[src/rtl/ram_d_arbiter_pkg.sv]
// ram_d_arbiter_pkg
//   Shared types and constants for the ram_d arbiter and its round-robin
//   helper. The state encoding and the client indices are used both by the
//   arbiter top and by rr_arb2.
package ram_d_arbiter_pkg;

  // Top-level mode: IDLE arbitrates port A, CLEAR gives port A to the sweep.
  typedef enum logic {
    IDLE  = 1'b0,
    CLEAR = 1'b1
  } arb_state_e;

  // Client indices. They also serve as bit positions in req/gnt vectors.
  localparam logic CLIENT0 = 1'b0;
  localparam logic CLIENT1 = 1'b1;

endpackage

[src/rtl/rr_arb2.sv]
// rr_arb2
//   Two-way round-robin arbiter with a registered "last granted" pointer.
//   A lone request is granted in the same cycle; on a tie the client that
//   was not granted most recently wins. The pointer resets to client 1, so
//   client 0 wins the first tie.
// Ports:
//   clk, rst  : clock, asynchronous active-high reset
//   en        : arbitration enable; with en low no grant is issued
//   req[1:0]  : request per client (bit index = client index)
//   gnt[1:0]  : combinational one-hot (or zero) grant
import ram_d_arbiter_pkg::*;

module rr_arb2 (
  input  logic       clk,
  input  logic       rst,
  input  logic       en,
  input  logic [1:0] req,
  output logic [1:0] gnt
);

  logic last;

  always_comb begin
    gnt = 2'b00;
    if (en) begin
      if (req[CLIENT0] && req[CLIENT1]) begin
        if (last == CLIENT1) gnt[CLIENT0] = 1'b1;
        else                 gnt[CLIENT1] = 1'b1;
      end else begin
        gnt = req;
      end
    end
  end

  // Pointer only moves on an actual grant so idle cycles keep fairness.
  always_ff @(posedge clk or posedge rst) begin
    if (rst)                  last <= CLIENT1;
    else if (gnt[CLIENT0])    last <= CLIENT0;
    else if (gnt[CLIENT1])    last <= CLIENT1;
  end

endmodule

[src/rtl/ram_d_arbiter.sv]
// ram_d_arbiter
//   Shares one ram_d neighbour-info buffer between two clients and owns its
//   initialisation. Port A is round-robin shared between client 0 and
//   client 1; port B is a read-only lookup for client 1. A clear engine
//   sweeps every word to clr_val on start_clr, since ram_d has no reset.
// Ports:
//   clk, rst                     : clock, asynchronous active-high reset
//   start_clr, clr_busy, clr_done: clear sweep control/status
//   req0/we0/addr0/wdata0, gnt0  : client 0 port-A request / grant
//   rvalid0, rdata0              : client 0 read return
//   req1/we1/addr1/wdata1, gnt1  : client 1 port-A request / grant
//   rvalid1, rdata1              : client 1 read return
//   addrb1, rdatab1              : client 1 port-B lookup
//   ram_en, ram_we, ram_addra, ram_addrb, ram_dia, ram_doa, ram_dob:
//                                  attached ram_d (1-cycle read latency)
import ram_d_arbiter_pkg::*;

module ram_d_arbiter #(
  parameter int                   addr_bits = 8,
  parameter int                   data_bits = 16,
  parameter logic [data_bits-1:0] clr_val   = '0
) (
  input  logic                 clk,
  input  logic                 rst,
  input  logic                 start_clr,
  output logic                 clr_busy,
  output logic                 clr_done,
  input  logic                 req0,
  input  logic                 we0,
  input  logic [addr_bits-1:0] addr0,
  input  logic [data_bits-1:0] wdata0,
  output logic                 gnt0,
  output logic                 rvalid0,
  output logic [data_bits-1:0] rdata0,
  input  logic                 req1,
  input  logic                 we1,
  input  logic [addr_bits-1:0] addr1,
  input  logic [data_bits-1:0] wdata1,
  output logic                 gnt1,
  output logic                 rvalid1,
  output logic [data_bits-1:0] rdata1,
  input  logic [addr_bits-1:0] addrb1,
  output logic [data_bits-1:0] rdatab1,
  output logic                 ram_en,
  output logic                 ram_we,
  output logic [addr_bits-1:0] ram_addra,
  output logic [addr_bits-1:0] ram_addrb,
  output logic [data_bits-1:0] ram_dia,
  input  logic [data_bits-1:0] ram_doa,
  input  logic [data_bits-1:0] ram_dob
);

  arb_state_e           state;
  logic [addr_bits-1:0] cnt;
  logic [1:0]           gnt;
  logic                 arb_en;

  // Clear sweep FSM. cnt is the address being written this cycle; the sweep
  // leaves on the edge that writes the all-ones address, so clr_busy is
  // high for exactly 2^addr_bits cycles.
  always_ff @(posedge clk or posedge rst) begin
    if (rst) begin
      state    <= IDLE;
      cnt      <= '0;
      clr_busy <= 1'b0;
      clr_done <= 1'b0;
    end else begin
      clr_done <= 1'b0;
      case (state)
        IDLE: begin
          if (start_clr) begin
            state    <= CLEAR;
            cnt      <= '0;
            clr_busy <= 1'b1;
          end
        end
        CLEAR: begin
          // start_clr is deliberately ignored here.
          if (cnt == '1) begin
            state    <= IDLE;
            clr_busy <= 1'b0;
            clr_done <= 1'b1;
          end else begin
            cnt <= cnt + 1'b1;
          end
        end
        default: state <= IDLE;
      endcase
    end
  end

  // A request coinciding with start_clr loses to the clear; nothing is
  // granted while reset is asserted.
  assign arb_en = (state == IDLE) && !start_clr && !rst;

  rr_arb2 u_arb (
    .clk (clk),
    .rst (rst),
    .en  (arb_en),
    .req ({req1, req0}),
    .gnt (gnt)
  );

  assign gnt0 = gnt[CLIENT0];
  assign gnt1 = gnt[CLIENT1];

  // Port A mux. With no grant the address defaults to client 1's.
  always_comb begin
    ram_addra = addr1;
    ram_dia   = wdata1;
    ram_we    = 1'b0;
    if (state == CLEAR) begin
      ram_addra = cnt;
      ram_dia   = clr_val;
      ram_we    = 1'b1;
    end else if (gnt[CLIENT0]) begin
      ram_addra = addr0;
      ram_dia   = wdata0;
      ram_we    = we0;
    end else if (gnt[CLIENT1]) begin
      ram_we    = we1;
    end
  end

  // Read-return flags line up with the RAM's one-cycle output latency.
  always_ff @(posedge clk or posedge rst) begin
    if (rst) begin
      rvalid0 <= 1'b0;
      rvalid1 <= 1'b0;
      ram_en  <= 1'b0;
    end else begin
      rvalid0 <= gnt[CLIENT0] && !we0;
      rvalid1 <= gnt[CLIENT1] && !we1;
      ram_en  <= 1'b1;
    end
  end

  assign rdata0    = ram_doa;
  assign rdata1    = ram_doa;
  assign ram_addrb = addrb1;
  assign rdatab1   = ram_dob;

endmodule

[config.mk]
export PLATFORM = sky130hd
export DESIGN_NAME = ram_d_arbiter
export DESIGN_NICKNAME = d
export VERILOG_FILES = /design/src/rtl/ram_d_arbiter_pkg.sv /design/src/rtl/rr_arb2.sv /design/src/rtl/ram_d_arbiter.sv
export SDC_FILE = /design/constraint.sdc
export NUM_CORES = 1
export LEC_CHECK = 0
export BUFFER_PORTS_ARGS = -buffer_cell sky130_fd_sc_hd__buf_2
export CAP_MARGIN = 20
export CORE_ASPECT_RATIO = 0.75
export CORE_MARGIN = 5
export CORE_UTILIZATION = 33
export DETAILED_ROUTE_END_ITERATION = 7
export MAX_ROUTING_LAYER = met4
export PLACE_DENSITY_LB_ADDON = 0.25
export SYNTH_ARGS = -nofsm -noshare
export SYNTH_HDL_FRONTEND = slang
export SYNTH_SLANG_ARGS = --single-unit
[constraint.sdc]
create_clock -name clk -period 2.2 [get_ports clk]
set_clock_uncertainty 0.2 [all_clocks]
set_input_delay 0.44 -clock clk [delete_from_list [all_inputs] [get_ports clk]]
set_output_delay 0.44 -clock clk [all_outputs]
set_load 0.005 [all_outputs]
# Word-level counts from Yosys, hierarchy flattened
# Cells that the tools add are included.
# W data, S select, Z words.
# totals
wordCells	50
output_inout_bits	88
regBits	15
input_bits	95
# classes
reduce_logical	12
add_sub_neg	1
n_eq_ne	4
mux	24
bitwise_logic	1
# op_table
operator	count
$mux W16	2
$mux W8	4
$pmux W8 S2	1
$mux W1	13
$add A8 B1 Y8 const B	1
$eq A8 B8 Y1 const B	1
$logic_and A1 B1 Y1	5
$logic_not A1 Y1	4
$mux W2	2
$ne A2 B2 Y1 const B	2
$pmux W1 S2	2
$reduce_and A2 Y1	2
$ne A2 B1 Y1 const B	1
$reduce_bool A2 Y1	1
$not A1 Y1	1

# Longest topological paths before layout
# Gate-level depths: netlist (run 1).
# depth
ltp_word	7
depth_mapped	6
mapped_depth_nobuf	5

# Modules after synthesis
# Synthesis (run 1) repeated with hierarchy kept, for this count alone.
# hier_totals
cells_unflattened	199
area_unflattened_um2	1595.3
# modules_own_cells
mod	n_inst	cells_per_inst	seq_area_each_um2	area_per_inst_um2
ram_d_arbiter	1	190	350.3	1529.0
rr_arb2	1	9	26.3	66.3

# Least setup slack after synthesis (run 1)
# OpenSTA, ideal clock, no wires.
# synth_timing
kind	input port to output port
startpoint	input port start_clr
endpoint	output port ram_addra[1]
path_stages	5
arrival_ns	1.282
required_ns	1.560
path_slack_ns	0.278
path_buffers	1
path_cell_list	nor3_1 and3_1 buf_6 nor2_4 a221o_1
# synth_via
elab_chain_len	6
# synth_lines
item	line_no	rtl
from (decl)	ram_d_arbiter.sv:25	input logic start_clr,
$logic_not A1 Y1	ram_d_arbiter.sv:94	assign arb_en = (state == IDLE) && !start_clr && !rst;
$logic_and A1 B1 Y1 (2 in a row)	ram_d_arbiter.sv:94	
$mux W2	rr_arb2.sv:25	if (en) begin
$mux W8	ram_d_arbiter.sv:116	end else if (gnt[CLIENT0]) begin
$mux W8	ram_d_arbiter.sv:112	if (state == CLEAR) begin
to (decl)	ram_d_arbiter.sv:46	output logic [addr_bits-1:0] ram_addra,
# Every way passes these cells.

# Worst setup path in the final report (run 1)
# layout_timing
startpoint	register u_arb.last
endpoint	output port ram_addra[4]
# layout_via
elab_chain_len	5
# layout_lines
item	line_no	rtl
from (decl)	rr_arb2.sv:21	logic last;
from (signal assigned)	rr_arb2.sv:37	if (rst) last <= CLIENT1;
from (signal assigned)	rr_arb2.sv:38	else if (gnt[CLIENT0]) last <= CLIENT0;
from (signal assigned)	rr_arb2.sv:39	else if (gnt[CLIENT1]) last <= CLIENT1;
$mux W1	rr_arb2.sv:27	if (last == CLIENT1) gnt[CLIENT0] = 1'b1;
$mux W2	rr_arb2.sv:26	if (req[CLIENT0] && req[CLIENT1]) begin
$mux W2	rr_arb2.sv:25	
$mux W8	ram_d_arbiter.sv:116	
$mux W8	ram_d_arbiter.sv:112	
# Every way passes these cells.

==> flow_summary_export.csv, run 1 <==
group,metric,value,unit
outcome,status,"finished, violations left",
outcome,violations,"setup timing",
clock_network,clock_latency,0.25,ns
synth,yosysTopAreaCell,"buf_4",
synth,ys_ff_latch,15,
synth,synthAdderAreaFrac,0.822,%
routing,vias,1361,
synth,synth_most_common_cell,"buf_4",
routing,first_pass_iters,4,
synth,synth_simple_gate_area_share,20.8,%
synth,synth_xor_area_share,1.73,%
placed_design,gp_congestion,0.777,
clock_network,clockBufferDepth,2,
floorplanning,core,4470,sq um
synth,synthMuxAreaShare,2.05,%
synth,synth_compound_area_share,17.3,%
synth,synth_area,1520,sq um
clock_network,cts_made_buffers,3,
final_layout,n_antenna_cell,0,
setup_path,reg2reg_to,"cnt[3]$_DFFE_PP0P_",
pwr,ir_drop,0.000383,V
global_routing,overflow,0,
synth,postSynthCellCount,196,
final_layout,fin_util,42.5,%
floorplanning,die_x,88.4,um
synth,ys.flop_type,"dfrtp_1",
routing,drtIter0Drc,37,
setup_path,worstPathMaxFanout,7,
setup_path,cp-start-kind,"register",
final_layout,n_fill_cell,468,
setup_path,timing_worst_setup_path_type,"reg -> out",
sta,maxSlewHeadroom,59.7,%
placed_design,detailed_place_hpwl,3100,um
sta,setup_viol,25,
sta,tns,-2.53,ns
sta,worst_slack,-0.168,ns
placed_design,preCtsSetupSlack,-0.187,ns
hold_path,hold_class,"in -> async",
final_layout,nNetsFinal,339,
global_routing,grt_max_degree,17,
sta,fin_crit_sh,108,%
sta,rsz0062_at_grt,"true",
synth,synth_top_area_share,27.6,%
synth,synth_common_cells,"56 x buf_4, 41 x nand2_1, 20 x o21ai_0",
clock_network,clk_pin_slew,0.06,ns
global_routing,antenna_found_initial,0,
routing,post-route-drc-count,0,
sta,drv_slew,0,
run,cap_violations,0,
synth,syn-num-nets,292,
pwr,power_density,638,nW/um^2
placed_design,io_buffers,86,
setup_path,critPathCaptureType,"output pin",
global_routing,grt_pass1_vias,1215,
routing,wl_per_cell,14.0,um
clock_network,cts_sinks,15,
synth,synth_top_family_by_area,"buffers and inverters",
final_layout,drive_gt1_share,52.9,%
routing,routed_wl,4180,um
sta,max_freq,0.422,GHz
synth,ys_async_sr_fraction,100,%
clock_network,clockRootBuffer,"clkbuf_8",
routing,drtAntennaViolNets,0,
floorplanning,initial_core_util,34.1,%
setup_path,critPathArrivalTime,1.73,ns
setup_path,r2r-start,"cnt[0]$_DFFE_PP0P_",
global_routing,grt_pass1_wl,5780,um
synth,synthDistinctLibCells,35,
floorplanning,die_y,68.8,um
clock_network,htree_num_levels,1,
routing,routed_via_density,4.55,
sta,whs,0.0722,ns
sta,worst_pin_slew,0.604,ns
synth,yosys_warnings,0,
setup_path,r2r_cells,5,
synth,synth_edf_count,0,
floorplanning,die-area,6090,sq um
synth,ys_seq_area_share,24.7,%
synth,synth_area_leaders,"buf_4 28%, dfrtp_1 23%, nand2_1 10%",
floorplanning,std_cell_rows,21,
setup_path,r2r_slack,0.42,ns
floorplanning,pin_count,183,
clock_network,cts_tree,"done",
pwr,p_leak,0.976,nW
sta,min_period,2.37,ns
final_layout,area_growth,24.6,%
setup_path,crit_required,1.56,ns
global_routing,grt_use_total,12.9,%
synth,avgSynthCellArea,7.77,sq um
sta,final-hold-violation-count,0,
-- cell families (layout without fill, tap and decap cells) --
group,Yosys count,count (layout)
muxes,3,3
and+or+nand+nor,66,66
DFF,15,15
adders and majority gates,1,1
other,1,1
AOI/OAI and AO/OA,37,37
xor gates and xnor gates,3,3
buffers and inverters,70,116
-- worst max-delay path by stage --
stage                            from            to  slack [ns]  cells after the start
3_5_place_dp                start_clr  ram_addra[0]       -0.19                      8
6_report       u_arb.last$_DFFE_PP1P_  ram_addra[4]       -0.17                      7
4_1_cts        u_arb.last$_DFFE_PP1P_  ram_addra[0]       -0.17                      7
5_1_grt        u_arb.last$_DFFE_PP1P_  ram_addra[0]       -0.25                      7
3_3_place_gp                start_clr  ram_addra[0]       -0.15                      8
2_1_floorplan               start_clr  ram_addra[1]        0.28                      5
-- cell type report --
class	instances	area [sq um]	area share [%]
flip-flops and latches	15	377	19.9
clock buffers	4	45.0	2.37
multi-input cells	111	711	37.5
inverters	5	18.8	0.989
well taps	57	71.3	3.76
repair buffers	107	674	35.6
-- metrics by stage --
step	std cells	cell area (sq um)	power, mW
2_1_floorplan	196	1520	0.862
3_3_place_gp	284	1640	0.977
3_5_place_dp	284	1640	0.979
4_1_cts	296	1820	1.22
5_1_grt	299	1900	1.30
6_report	299	1900	1.21
-- state kept, by name (all words and copies together), names as in the netlist --
name	flops
clr_busy	1
clr_done	1
cnt	8
ram_en	1
rvalid0	1
rvalid1	1
state	1
u_arb.last	1
-- power breakdown --
| part | leakage (nW) | total, mW | switching (mW) | internal, mW |
|---|---|---|---|---|
| logic | 0.776 | 0.499 | 0.212 | 0.286 |
| clock network | 0.0228 | 0.227 | 0.0983 | 0.128 |
| registers | 0.178 | 0.485 | 0.125 | 0.360 |
-- repair_timing --
action / CTS / global route
endpoints found under the setup margin: 25 / 25
buffers inserted: 6 / 3
cloned: 2 / 1
resized for setup: 15 / 18
pin swaps: 2 / 11
hold buffers: 0 / 0
-- placed cells by master (no fill, tap or decap), drive strengths merged --
cell type  synthesis  layout
xnor2              2       2
o21ai             20      20
a31oi              2       2
and4               1       1
dfrtp             14      14
nand2             41      41
a21oi              4       4
nor3               2       2
mux2               1       1
o2bb2ai            1       1
buf               61     106
nand4b             1       1
o32ai              1       1
a22o               2       2
ha                 1       1
and2               7       7
inv                5       5
nand3              2       2
nor2b              2       2
dfstp              1       1
and3               3       3
mux2i              2       2
nand4              2       2
a221o              7       7
nand2b             2       2
conb               1       1
clkbuf             4       5
xor2               1       1
nor2               3       3
-- critical path, cell delays in order (launching register included) --
cell and delay (ns):
dfstp_2 0.37, nand2b_4 0.12, and3_4 0.18, buf_8 0.13
buf_12 0.12, buf_16 0.13, a221o_1 0.30, buf_2 0.13
-- layer usage --
layer	GRT usage [%]	up-vias	share of wire, %
li1	-	691	-
met1	17.6	605	46
met2	16.9	63	43
met3	6.53	2	11
met4	2.45	0	0.24
met5	-	-	0
No activity file was read; power rests on OpenSTA's default activity.
==> inputs of run 2 (changes only) <==
--- a/config.mk
+++ b/config.mk
@@ -7,12 +7,11 @@
 export LEC_CHECK = 0
 export BUFFER_PORTS_ARGS = -buffer_cell sky130_fd_sc_hd__buf_2
 export CAP_MARGIN = 20
-export CORE_ASPECT_RATIO = 0.75
 export CORE_MARGIN = 5
 export CORE_UTILIZATION = 33
 export DETAILED_ROUTE_END_ITERATION = 7
 export MAX_ROUTING_LAYER = met4
-export PLACE_DENSITY_LB_ADDON = 0.25
+export PLACE_DENSITY = 0.92
 export SYNTH_ARGS = -nofsm -noshare
 export SYNTH_HDL_FRONTEND = slang
 export SYNTH_SLANG_ARGS = --single-unit
==> run 2 against run 1 <==
Against the previous run:
- the run still ends with setup timing left
- register-to-register slack lost 0.14 ns
- combinational power grew 2%
- utilization grew 0.70 points
- critical path type unchanged
- highest routed layer unchanged
==> flow_summary_export.csv, run 2 (synthesis results as in run 1) <==
group,metric,value,unit
pwr,ir_drop,0.000531,V
routing,routed_wl,4520,um
final_layout,final_cell_mix,"86 x buf_2, 37 x nand2_1, 14 x dfrtp_1",
clock_network,cts_sinks,15,
final_layout,area_growth,25.1,%
outcome,status,"finished, violations left",
floorplanning,std_cell_rows,24,
setup_path,cp-start-kind,"register",
floorplanning,core,4410,sq um
final_layout,n_fill_cell,441,
sta,max_freq,0.437,GHz
floorplanning,die_y,77.9,um
setup_path,r2r_slack,0.28,ns
global_routing,grt_use_total,13.5,%
sta,whs,0.0593,ns
placed_design,detailed_place_hpwl,3390,um
sta,worst_pin_slew,0.578,ns
placed_design,io_buffers,86,
setup_path,critPathArrivalTime,1.65,ns
setup_path,worstPathMaxFanout,4,
sta,rsz0062_at_grt,"true",
setup_path,slowest_stage,"dfstp_2",
sta,worst_slack,-0.0897,ns
setup_path,timing_worst_setup_path_type,"reg -> out",
routing,drtAntennaViolNets,0,
run,cap_violations,0,
setup_path,r2r-start,"state$_DFF_PP0_",
setup_path,crit_required,1.56,ns
global_routing,grt_pass1_wl,6470,um
setup_path,critical_path.max_stage_delay,0.37,ns
pwr,power_density,638,nW/um^2
pwr,swShare,36.2,%
pwr,p_clk_share,18.7,%
final_layout,largest_reg_flops,8,
clock_network,cts_made_buffers,3,
placed_design,gp_congestion,0.797,
routing,post-route-drc-count,0,
floorplanning,die-area,6070,sq um
pwr,combPwrFrac,41.9,%
setup_path,r2r_cells,7,
setup_path,cp_cell_sequence,"nand2b_4 > and3_4 > buf_12 > buf_8 > a221o_1 > buf_2",
final_layout,nNetsFinal,336,
sta,setup_viol,23,
clock_network,clk_pin_slew,0.06,ns
outcome,violations,"setup timing",
final_layout,drive_gt1_share,55.6,%
pwr,p_sw,0.439,mW
setup_path,critPathCaptureType,"output pin",
floorplanning,initial_core_util,34.5,%
pwr,internal_power,0.776,mW
sta,final-hold-violation-count,0,
floorplanning,pin_count,183,
final_layout,n_antenna_cell,0,
sta,drv_slew,0,
pwr,seqPwrFrac,39.4,%
routing,vias,1416,
clock_network,clockBufferDepth,2,
sta,maxSlewHeadroom,61.5,%
final_layout,fin_util,43.2,%
hold_path,hold_class,"in -> async",
global_routing,overflow,0,
sta,tns,-1.20,ns
clock_network,cts_tree,"done",
setup_path,reg2reg_to,"cnt[7]$_DFFE_PP0P_",
sta,min_period,2.29,ns
sta,fin_crit_sh,104,%
placed_design,preCtsSetupSlack,-0.132,ns
global_routing,grt_pass1_vias,1289,
clock_network,clockRootBuffer,"clkbuf_8",
routing,routed_via_density,4.87,
pwr,total_power,1.22,mW
routing,drtIter0Drc,32,
clock_network,clock_latency,0.25,ns
routing,wl_per_cell,15.5,um
global_routing,antenna_found_initial,0,
pwr,p_leak,0.954,nW
final_layout,final_common_cell,"buf_2",
floorplanning,die_x,77.9,um
global_routing,grt_max_degree,20,
routing,first_pass_iters,4,
final_layout,regMostFlops,"cnt",
clock_network,htree_num_levels,1,
[run 2: worst max path at each step]
stage	startpoint	to	slack, ns	cells after the start
floorplan	start_clr	ram_addra[1]	0.28	5
global placement	start_clr	ram_we	-0.09	7
detailed placement	start_clr	ram_we	-0.13	7
CTS	u_arb.last$_DFFE_PP1P_	ram_addra[4]	-0.11	5
global route	u_arb.last$_DFFE_PP1P_	ram_addra[0]	-0.15	6
finish	u_arb.last$_DFFE_PP1P_	ram_addra[4]	-0.09	6
[run 2: repair_timing]
action | CTS | global route
gates resized for setup | 24 | 18
endpoints found under the setup margin | 25 | 26
endpoints found under the hold margin | 0 | 0
gates cloned | 1 | 2
buffers inserted | 2 | 4
pin swaps | 6 | 11
hold buffers | 0 | 0
[run 2: final cells by class]
| cell class | count | area (sq um) | share of cell area (%) |
|---|---|---|---|
| clock buffer | 3 | 41.3 | 2.17 |
| clock inverter | 1 | 5.00 | 0.263 |
| inverter | 5 | 22.5 | 1.18 |
| multi-input combinational | 111 | 726 | 38.1 |
| sequential | 15 | 377 | 19.8 |
| tap | 52 | 65.1 | 3.41 |
| timing repair buffer | 104 | 669 | 35.1 |
[run 2: per-stage QoR]
stage / area (sq um) / instances
2_1_floorplan: 1520 / 196
4_1_cts: 1760 / 285
3_5_place_dp: 1620 / 278
5_1_grt: 1910 / 291
6_report: 1910 / 291
3_3_place_gp: 1620 / 278
[run 2: critical path, delay by kind of cell, from the launching register on]
kind / cells / cell delay [ns]
DFF: 1 / 0.37
AOI/OAI and AO/OA: 1 / 0.33
buffers and inverters: 3 / 0.40
and+or+nand+nor: 2 / 0.31
[run 2: per-layer routing]
metal | track usage, % | share of wire (%) | up-vias
li1 | - | - | 686
met1 | 15.4 | 38 | 646
met2 | 22.5 | 51 | 73
met3 | 3.47 | 8.8 | 11
met4 | 5.57 | 2.1 | 0
met5 | - | 0 | -
[run 2: power groups by stage]
| stage | registers (mW) | logic [mW] | clock network, mW |
|---|---|---|---|
| 2_1_floorplan | 0.436 | 0.425 | 0 |
| 3_3_place_gp | 0.471 | 0.485 | 0 |
| 3_5_place_dp | 0.477 | 0.502 | 0 |
| 4_1_cts | 0.473 | 0.512 | 0.228 |
| 5_1_grt | 0.491 | 0.563 | 0.241 |
| 6_report | 0.479 | 0.510 | 0.227 |
==> inputs of run 3 (changes only) <==
--- a/config.mk
+++ b/config.mk
@@ -8,10 +8,11 @@
 export BUFFER_PORTS_ARGS = -buffer_cell sky130_fd_sc_hd__buf_2
 export CAP_MARGIN = 20
 export CORE_MARGIN = 5
-export CORE_UTILIZATION = 33
+export CORE_UTILIZATION = 36
 export DETAILED_ROUTE_END_ITERATION = 7
 export MAX_ROUTING_LAYER = met4
-export PLACE_DENSITY = 0.92
+export PLACE_DENSITY = 0.95
+export SETUP_SLACK_MARGIN = 0.15
 export SYNTH_ARGS = -nofsm -noshare
 export SYNTH_HDL_FRONTEND = slang
 export SYNTH_SLANG_ARGS = --single-unit
==> constraint.sdc (replaced) <==
create_clock -name clk -period 2.84 [get_ports clk]
set_clock_uncertainty 0.2 [all_clocks]
set_input_delay 0.568 -clock clk [delete_from_list [all_inputs] [get_ports clk]]
set_output_delay 0.568 -clock clk [all_outputs]
set_load 0.005 [all_outputs]
==> run 3 against run 2 <==
Against the previous run:
- the flow now finishes without violations
- sequential power down 22%
- non-clock buffer count down 14
- wire length down 12%
- utilization down 3.2 points
- count of clock-buffer cells in the layout up 1
- power down 24%
- register-to-register slack better by 0.57 ns
- flip-flop and latch count unchanged
- die area down 7.3%
- critical path depth up 1
- via count down 4.6%
- critical path type is now in -> out
==> flow_summary_export.csv, run 3 (synthesis results as in run 1) <==
group,metric,value,unit
placed_design,place_area,1570,sq um
pwr,p_leak,0.829,nW
setup_path,crit_required,2.07,ns
outcome,status,"finished, final reports clean",
routing,routed_via_density,4.91,
floorplanning,std_cell_rows,23,
global_routing,overflow,0,
final_layout,fin_area,1620,sq um
sta,maxSlewHeadroom,63.6,%
clock_network,cts_tree,"done",
clock_network,cts_resized,0,
sta,min_period,2.55,ns
final_layout,largest_reg_flops,8,
pwr,power_density,571,nW/um^2
floorplanning,die_x,75.0,um
sta,fin_crit_sh,89.6,%
clock_network,cts_made_buffers,3,
clock_network,cts_setup_buffers,0,
hold_path,hold_class,"in -> async",
setup_path,r2r_cells,6,
final_layout,drive_gt1_share,44.4,%
routing,drtIter0Drc,35,
global_routing,grt_pass1_vias,1283,
sta,max_freq,0.393,GHz
sta,worst_slack,0.295,ns
global_routing,grt_pass1_wl,5710,um
global_routing,grt_use_total,14.0,%
clock_network,htree_num_levels,1,
sta,worst_pin_slew,0.546,ns
final_layout,fin_util,40.0,%
floorplanning,die-area,5630,sq um
setup_path,critPathArrivalTime,1.78,ns
final_layout,final_cell_mix,"86 x buf_2, 41 x nand2_1, 20 x o21ai_0",
sta,drv_slew,0,
run,cap_violations,0,
placed_design,io_buffers,86,
global_routing,antenna_found_initial,0,
clock_network,ctsHoldBuffers,0,
sta,rsz0062_at_grt,"false",
final_layout,final_common_cell,"buf_2",
setup_path,critPathCaptureType,"output pin",
clock_network,cts_sinks,15,
routing,first_pass_iters,4,
clock_network,clockBufferDepth,2,
final_layout,fin_cells,275,
floorplanning,die_y,75.0,um
setup_path,cp-start-kind,"input port",
placed_design,dp_cells,271,
setup_path,worstPathMaxFanout,4,
routing,post-route-drc-count,0,
sta,tns,0,ns
final_layout,nNetsFinal,322,
final_layout,area_growth,6.49,%
placed_design,gp_congestion,0.773,
final_layout,n_antenna_cell,0,
clock_network,clk_pin_slew,0.06,ns
routing,vias,1351,
floorplanning,pin_count,183,
final_layout,regMostFlops,"cnt",
floorplanning,initial_core_util,37.5,%
floorplanning,core,4060,sq um
pwr,ir_drop,0.000230,V
placed_design,preCtsSetupSlack,0.216,ns
routing,wl_per_cell,14.5,um
sta,setup_viol,0,
routing,routed_wl,3980,um
global_routing,grt_max_degree,40,
clock_network,clockRootBuffer,"clkbuf_8",
setup_path,timing_worst_setup_path_type,"in -> out",
routing,drtAntennaViolNets,0,
sta,final-hold-violation-count,0,
placed_design,detailed_place_hpwl,3230,um
clock_network,clock_latency,0.25,ns
[run 3: changes by cell type in the layout (fill, tap and decap cells not counted), moves of 2 or more]
cell       delta
buf_12        -3
buf_4         -7
clkbuf_16     -2
nand2_1       +4
nand2_2       -4
o21ai_0      +17
o21ai_1       -8
o21ai_2       -9
[run 3: metal layers]
layer / wire length, um / part of all wire (%) / vias to the layer above / track usage (%)
met4: 55 / 1.4 / 0 / 4.94
met2: 2040 / 51 / 96 / 25.3
li1: - / - / 658 / -
met5: 0 / 0 / - / -
met3: 611 / 15 / 8 / 7.34
met1: 1270 / 32 / 589 / 12.1
[run 3: through the flow]
| step | power [mW] | hold slack [ns] |
|---|---|---|
| 6_report | 0.926 | 0.168 |
| 3_5_place_dp | 0.756 | 0.308 |
| 2_1_floorplan | 0.667 | 0.269 |
| 3_3_place_gp | 0.738 | 0.291 |
| 5_1_grt | 0.992 | 0.209 |
| 4_1_cts | 0.927 | 0.188 |
[run 3: worst max-delay path, cell delays in order]
cell and delay (ns):
buf_2 0.13, nor3_1 0.21, and3_2 0.27, buf_4 0.15, mux2i_1 0.19, o21ai_0 0.11, buf_2 0.15
[run 3: where the power goes]
| part | total [mW] | switching, mW | internal [mW] |
|---|---|---|---|
| Clock | 0.168 | 0.0690 | 0.0993 |
| Sequential | 0.375 | 0.0959 | 0.279 |
| Combinational | 0.382 | 0.166 | 0.216 |
[run 3: worst paths after layout]
kind | startpoint | endpoint | slack (ns)
hold reg to reg | u_arb.last$_DFFE_PP1P_ | u_arb.last$_DFFE_PP1P_ | 0.32
setup reg to reg | state$_DFF_PP0_ | cnt[3]$_DFFE_PP0P_ | 0.85
min in group clk | we1 | rvalid1$_DFF_PP0_ | 0.28
max in group asynchronous | rst | u_arb.last$_DFFE_PP1P_ | 1.91
hold / removal | rst | clr_done$_DFF_PP0_ | 0.17
setup / recovery | start_clr | ram_addra[0] | 0.29
[run 3: layout make-up]
type	count	area (sq um)
Clock buffer	4	45.0
Timing Repair Buffer	90	464
Tap cell	50	62.6
Fill cell	413	2440
Sequential cell	15	377
Multi-Input combinational cell	111	654
Inverter	5	18.8
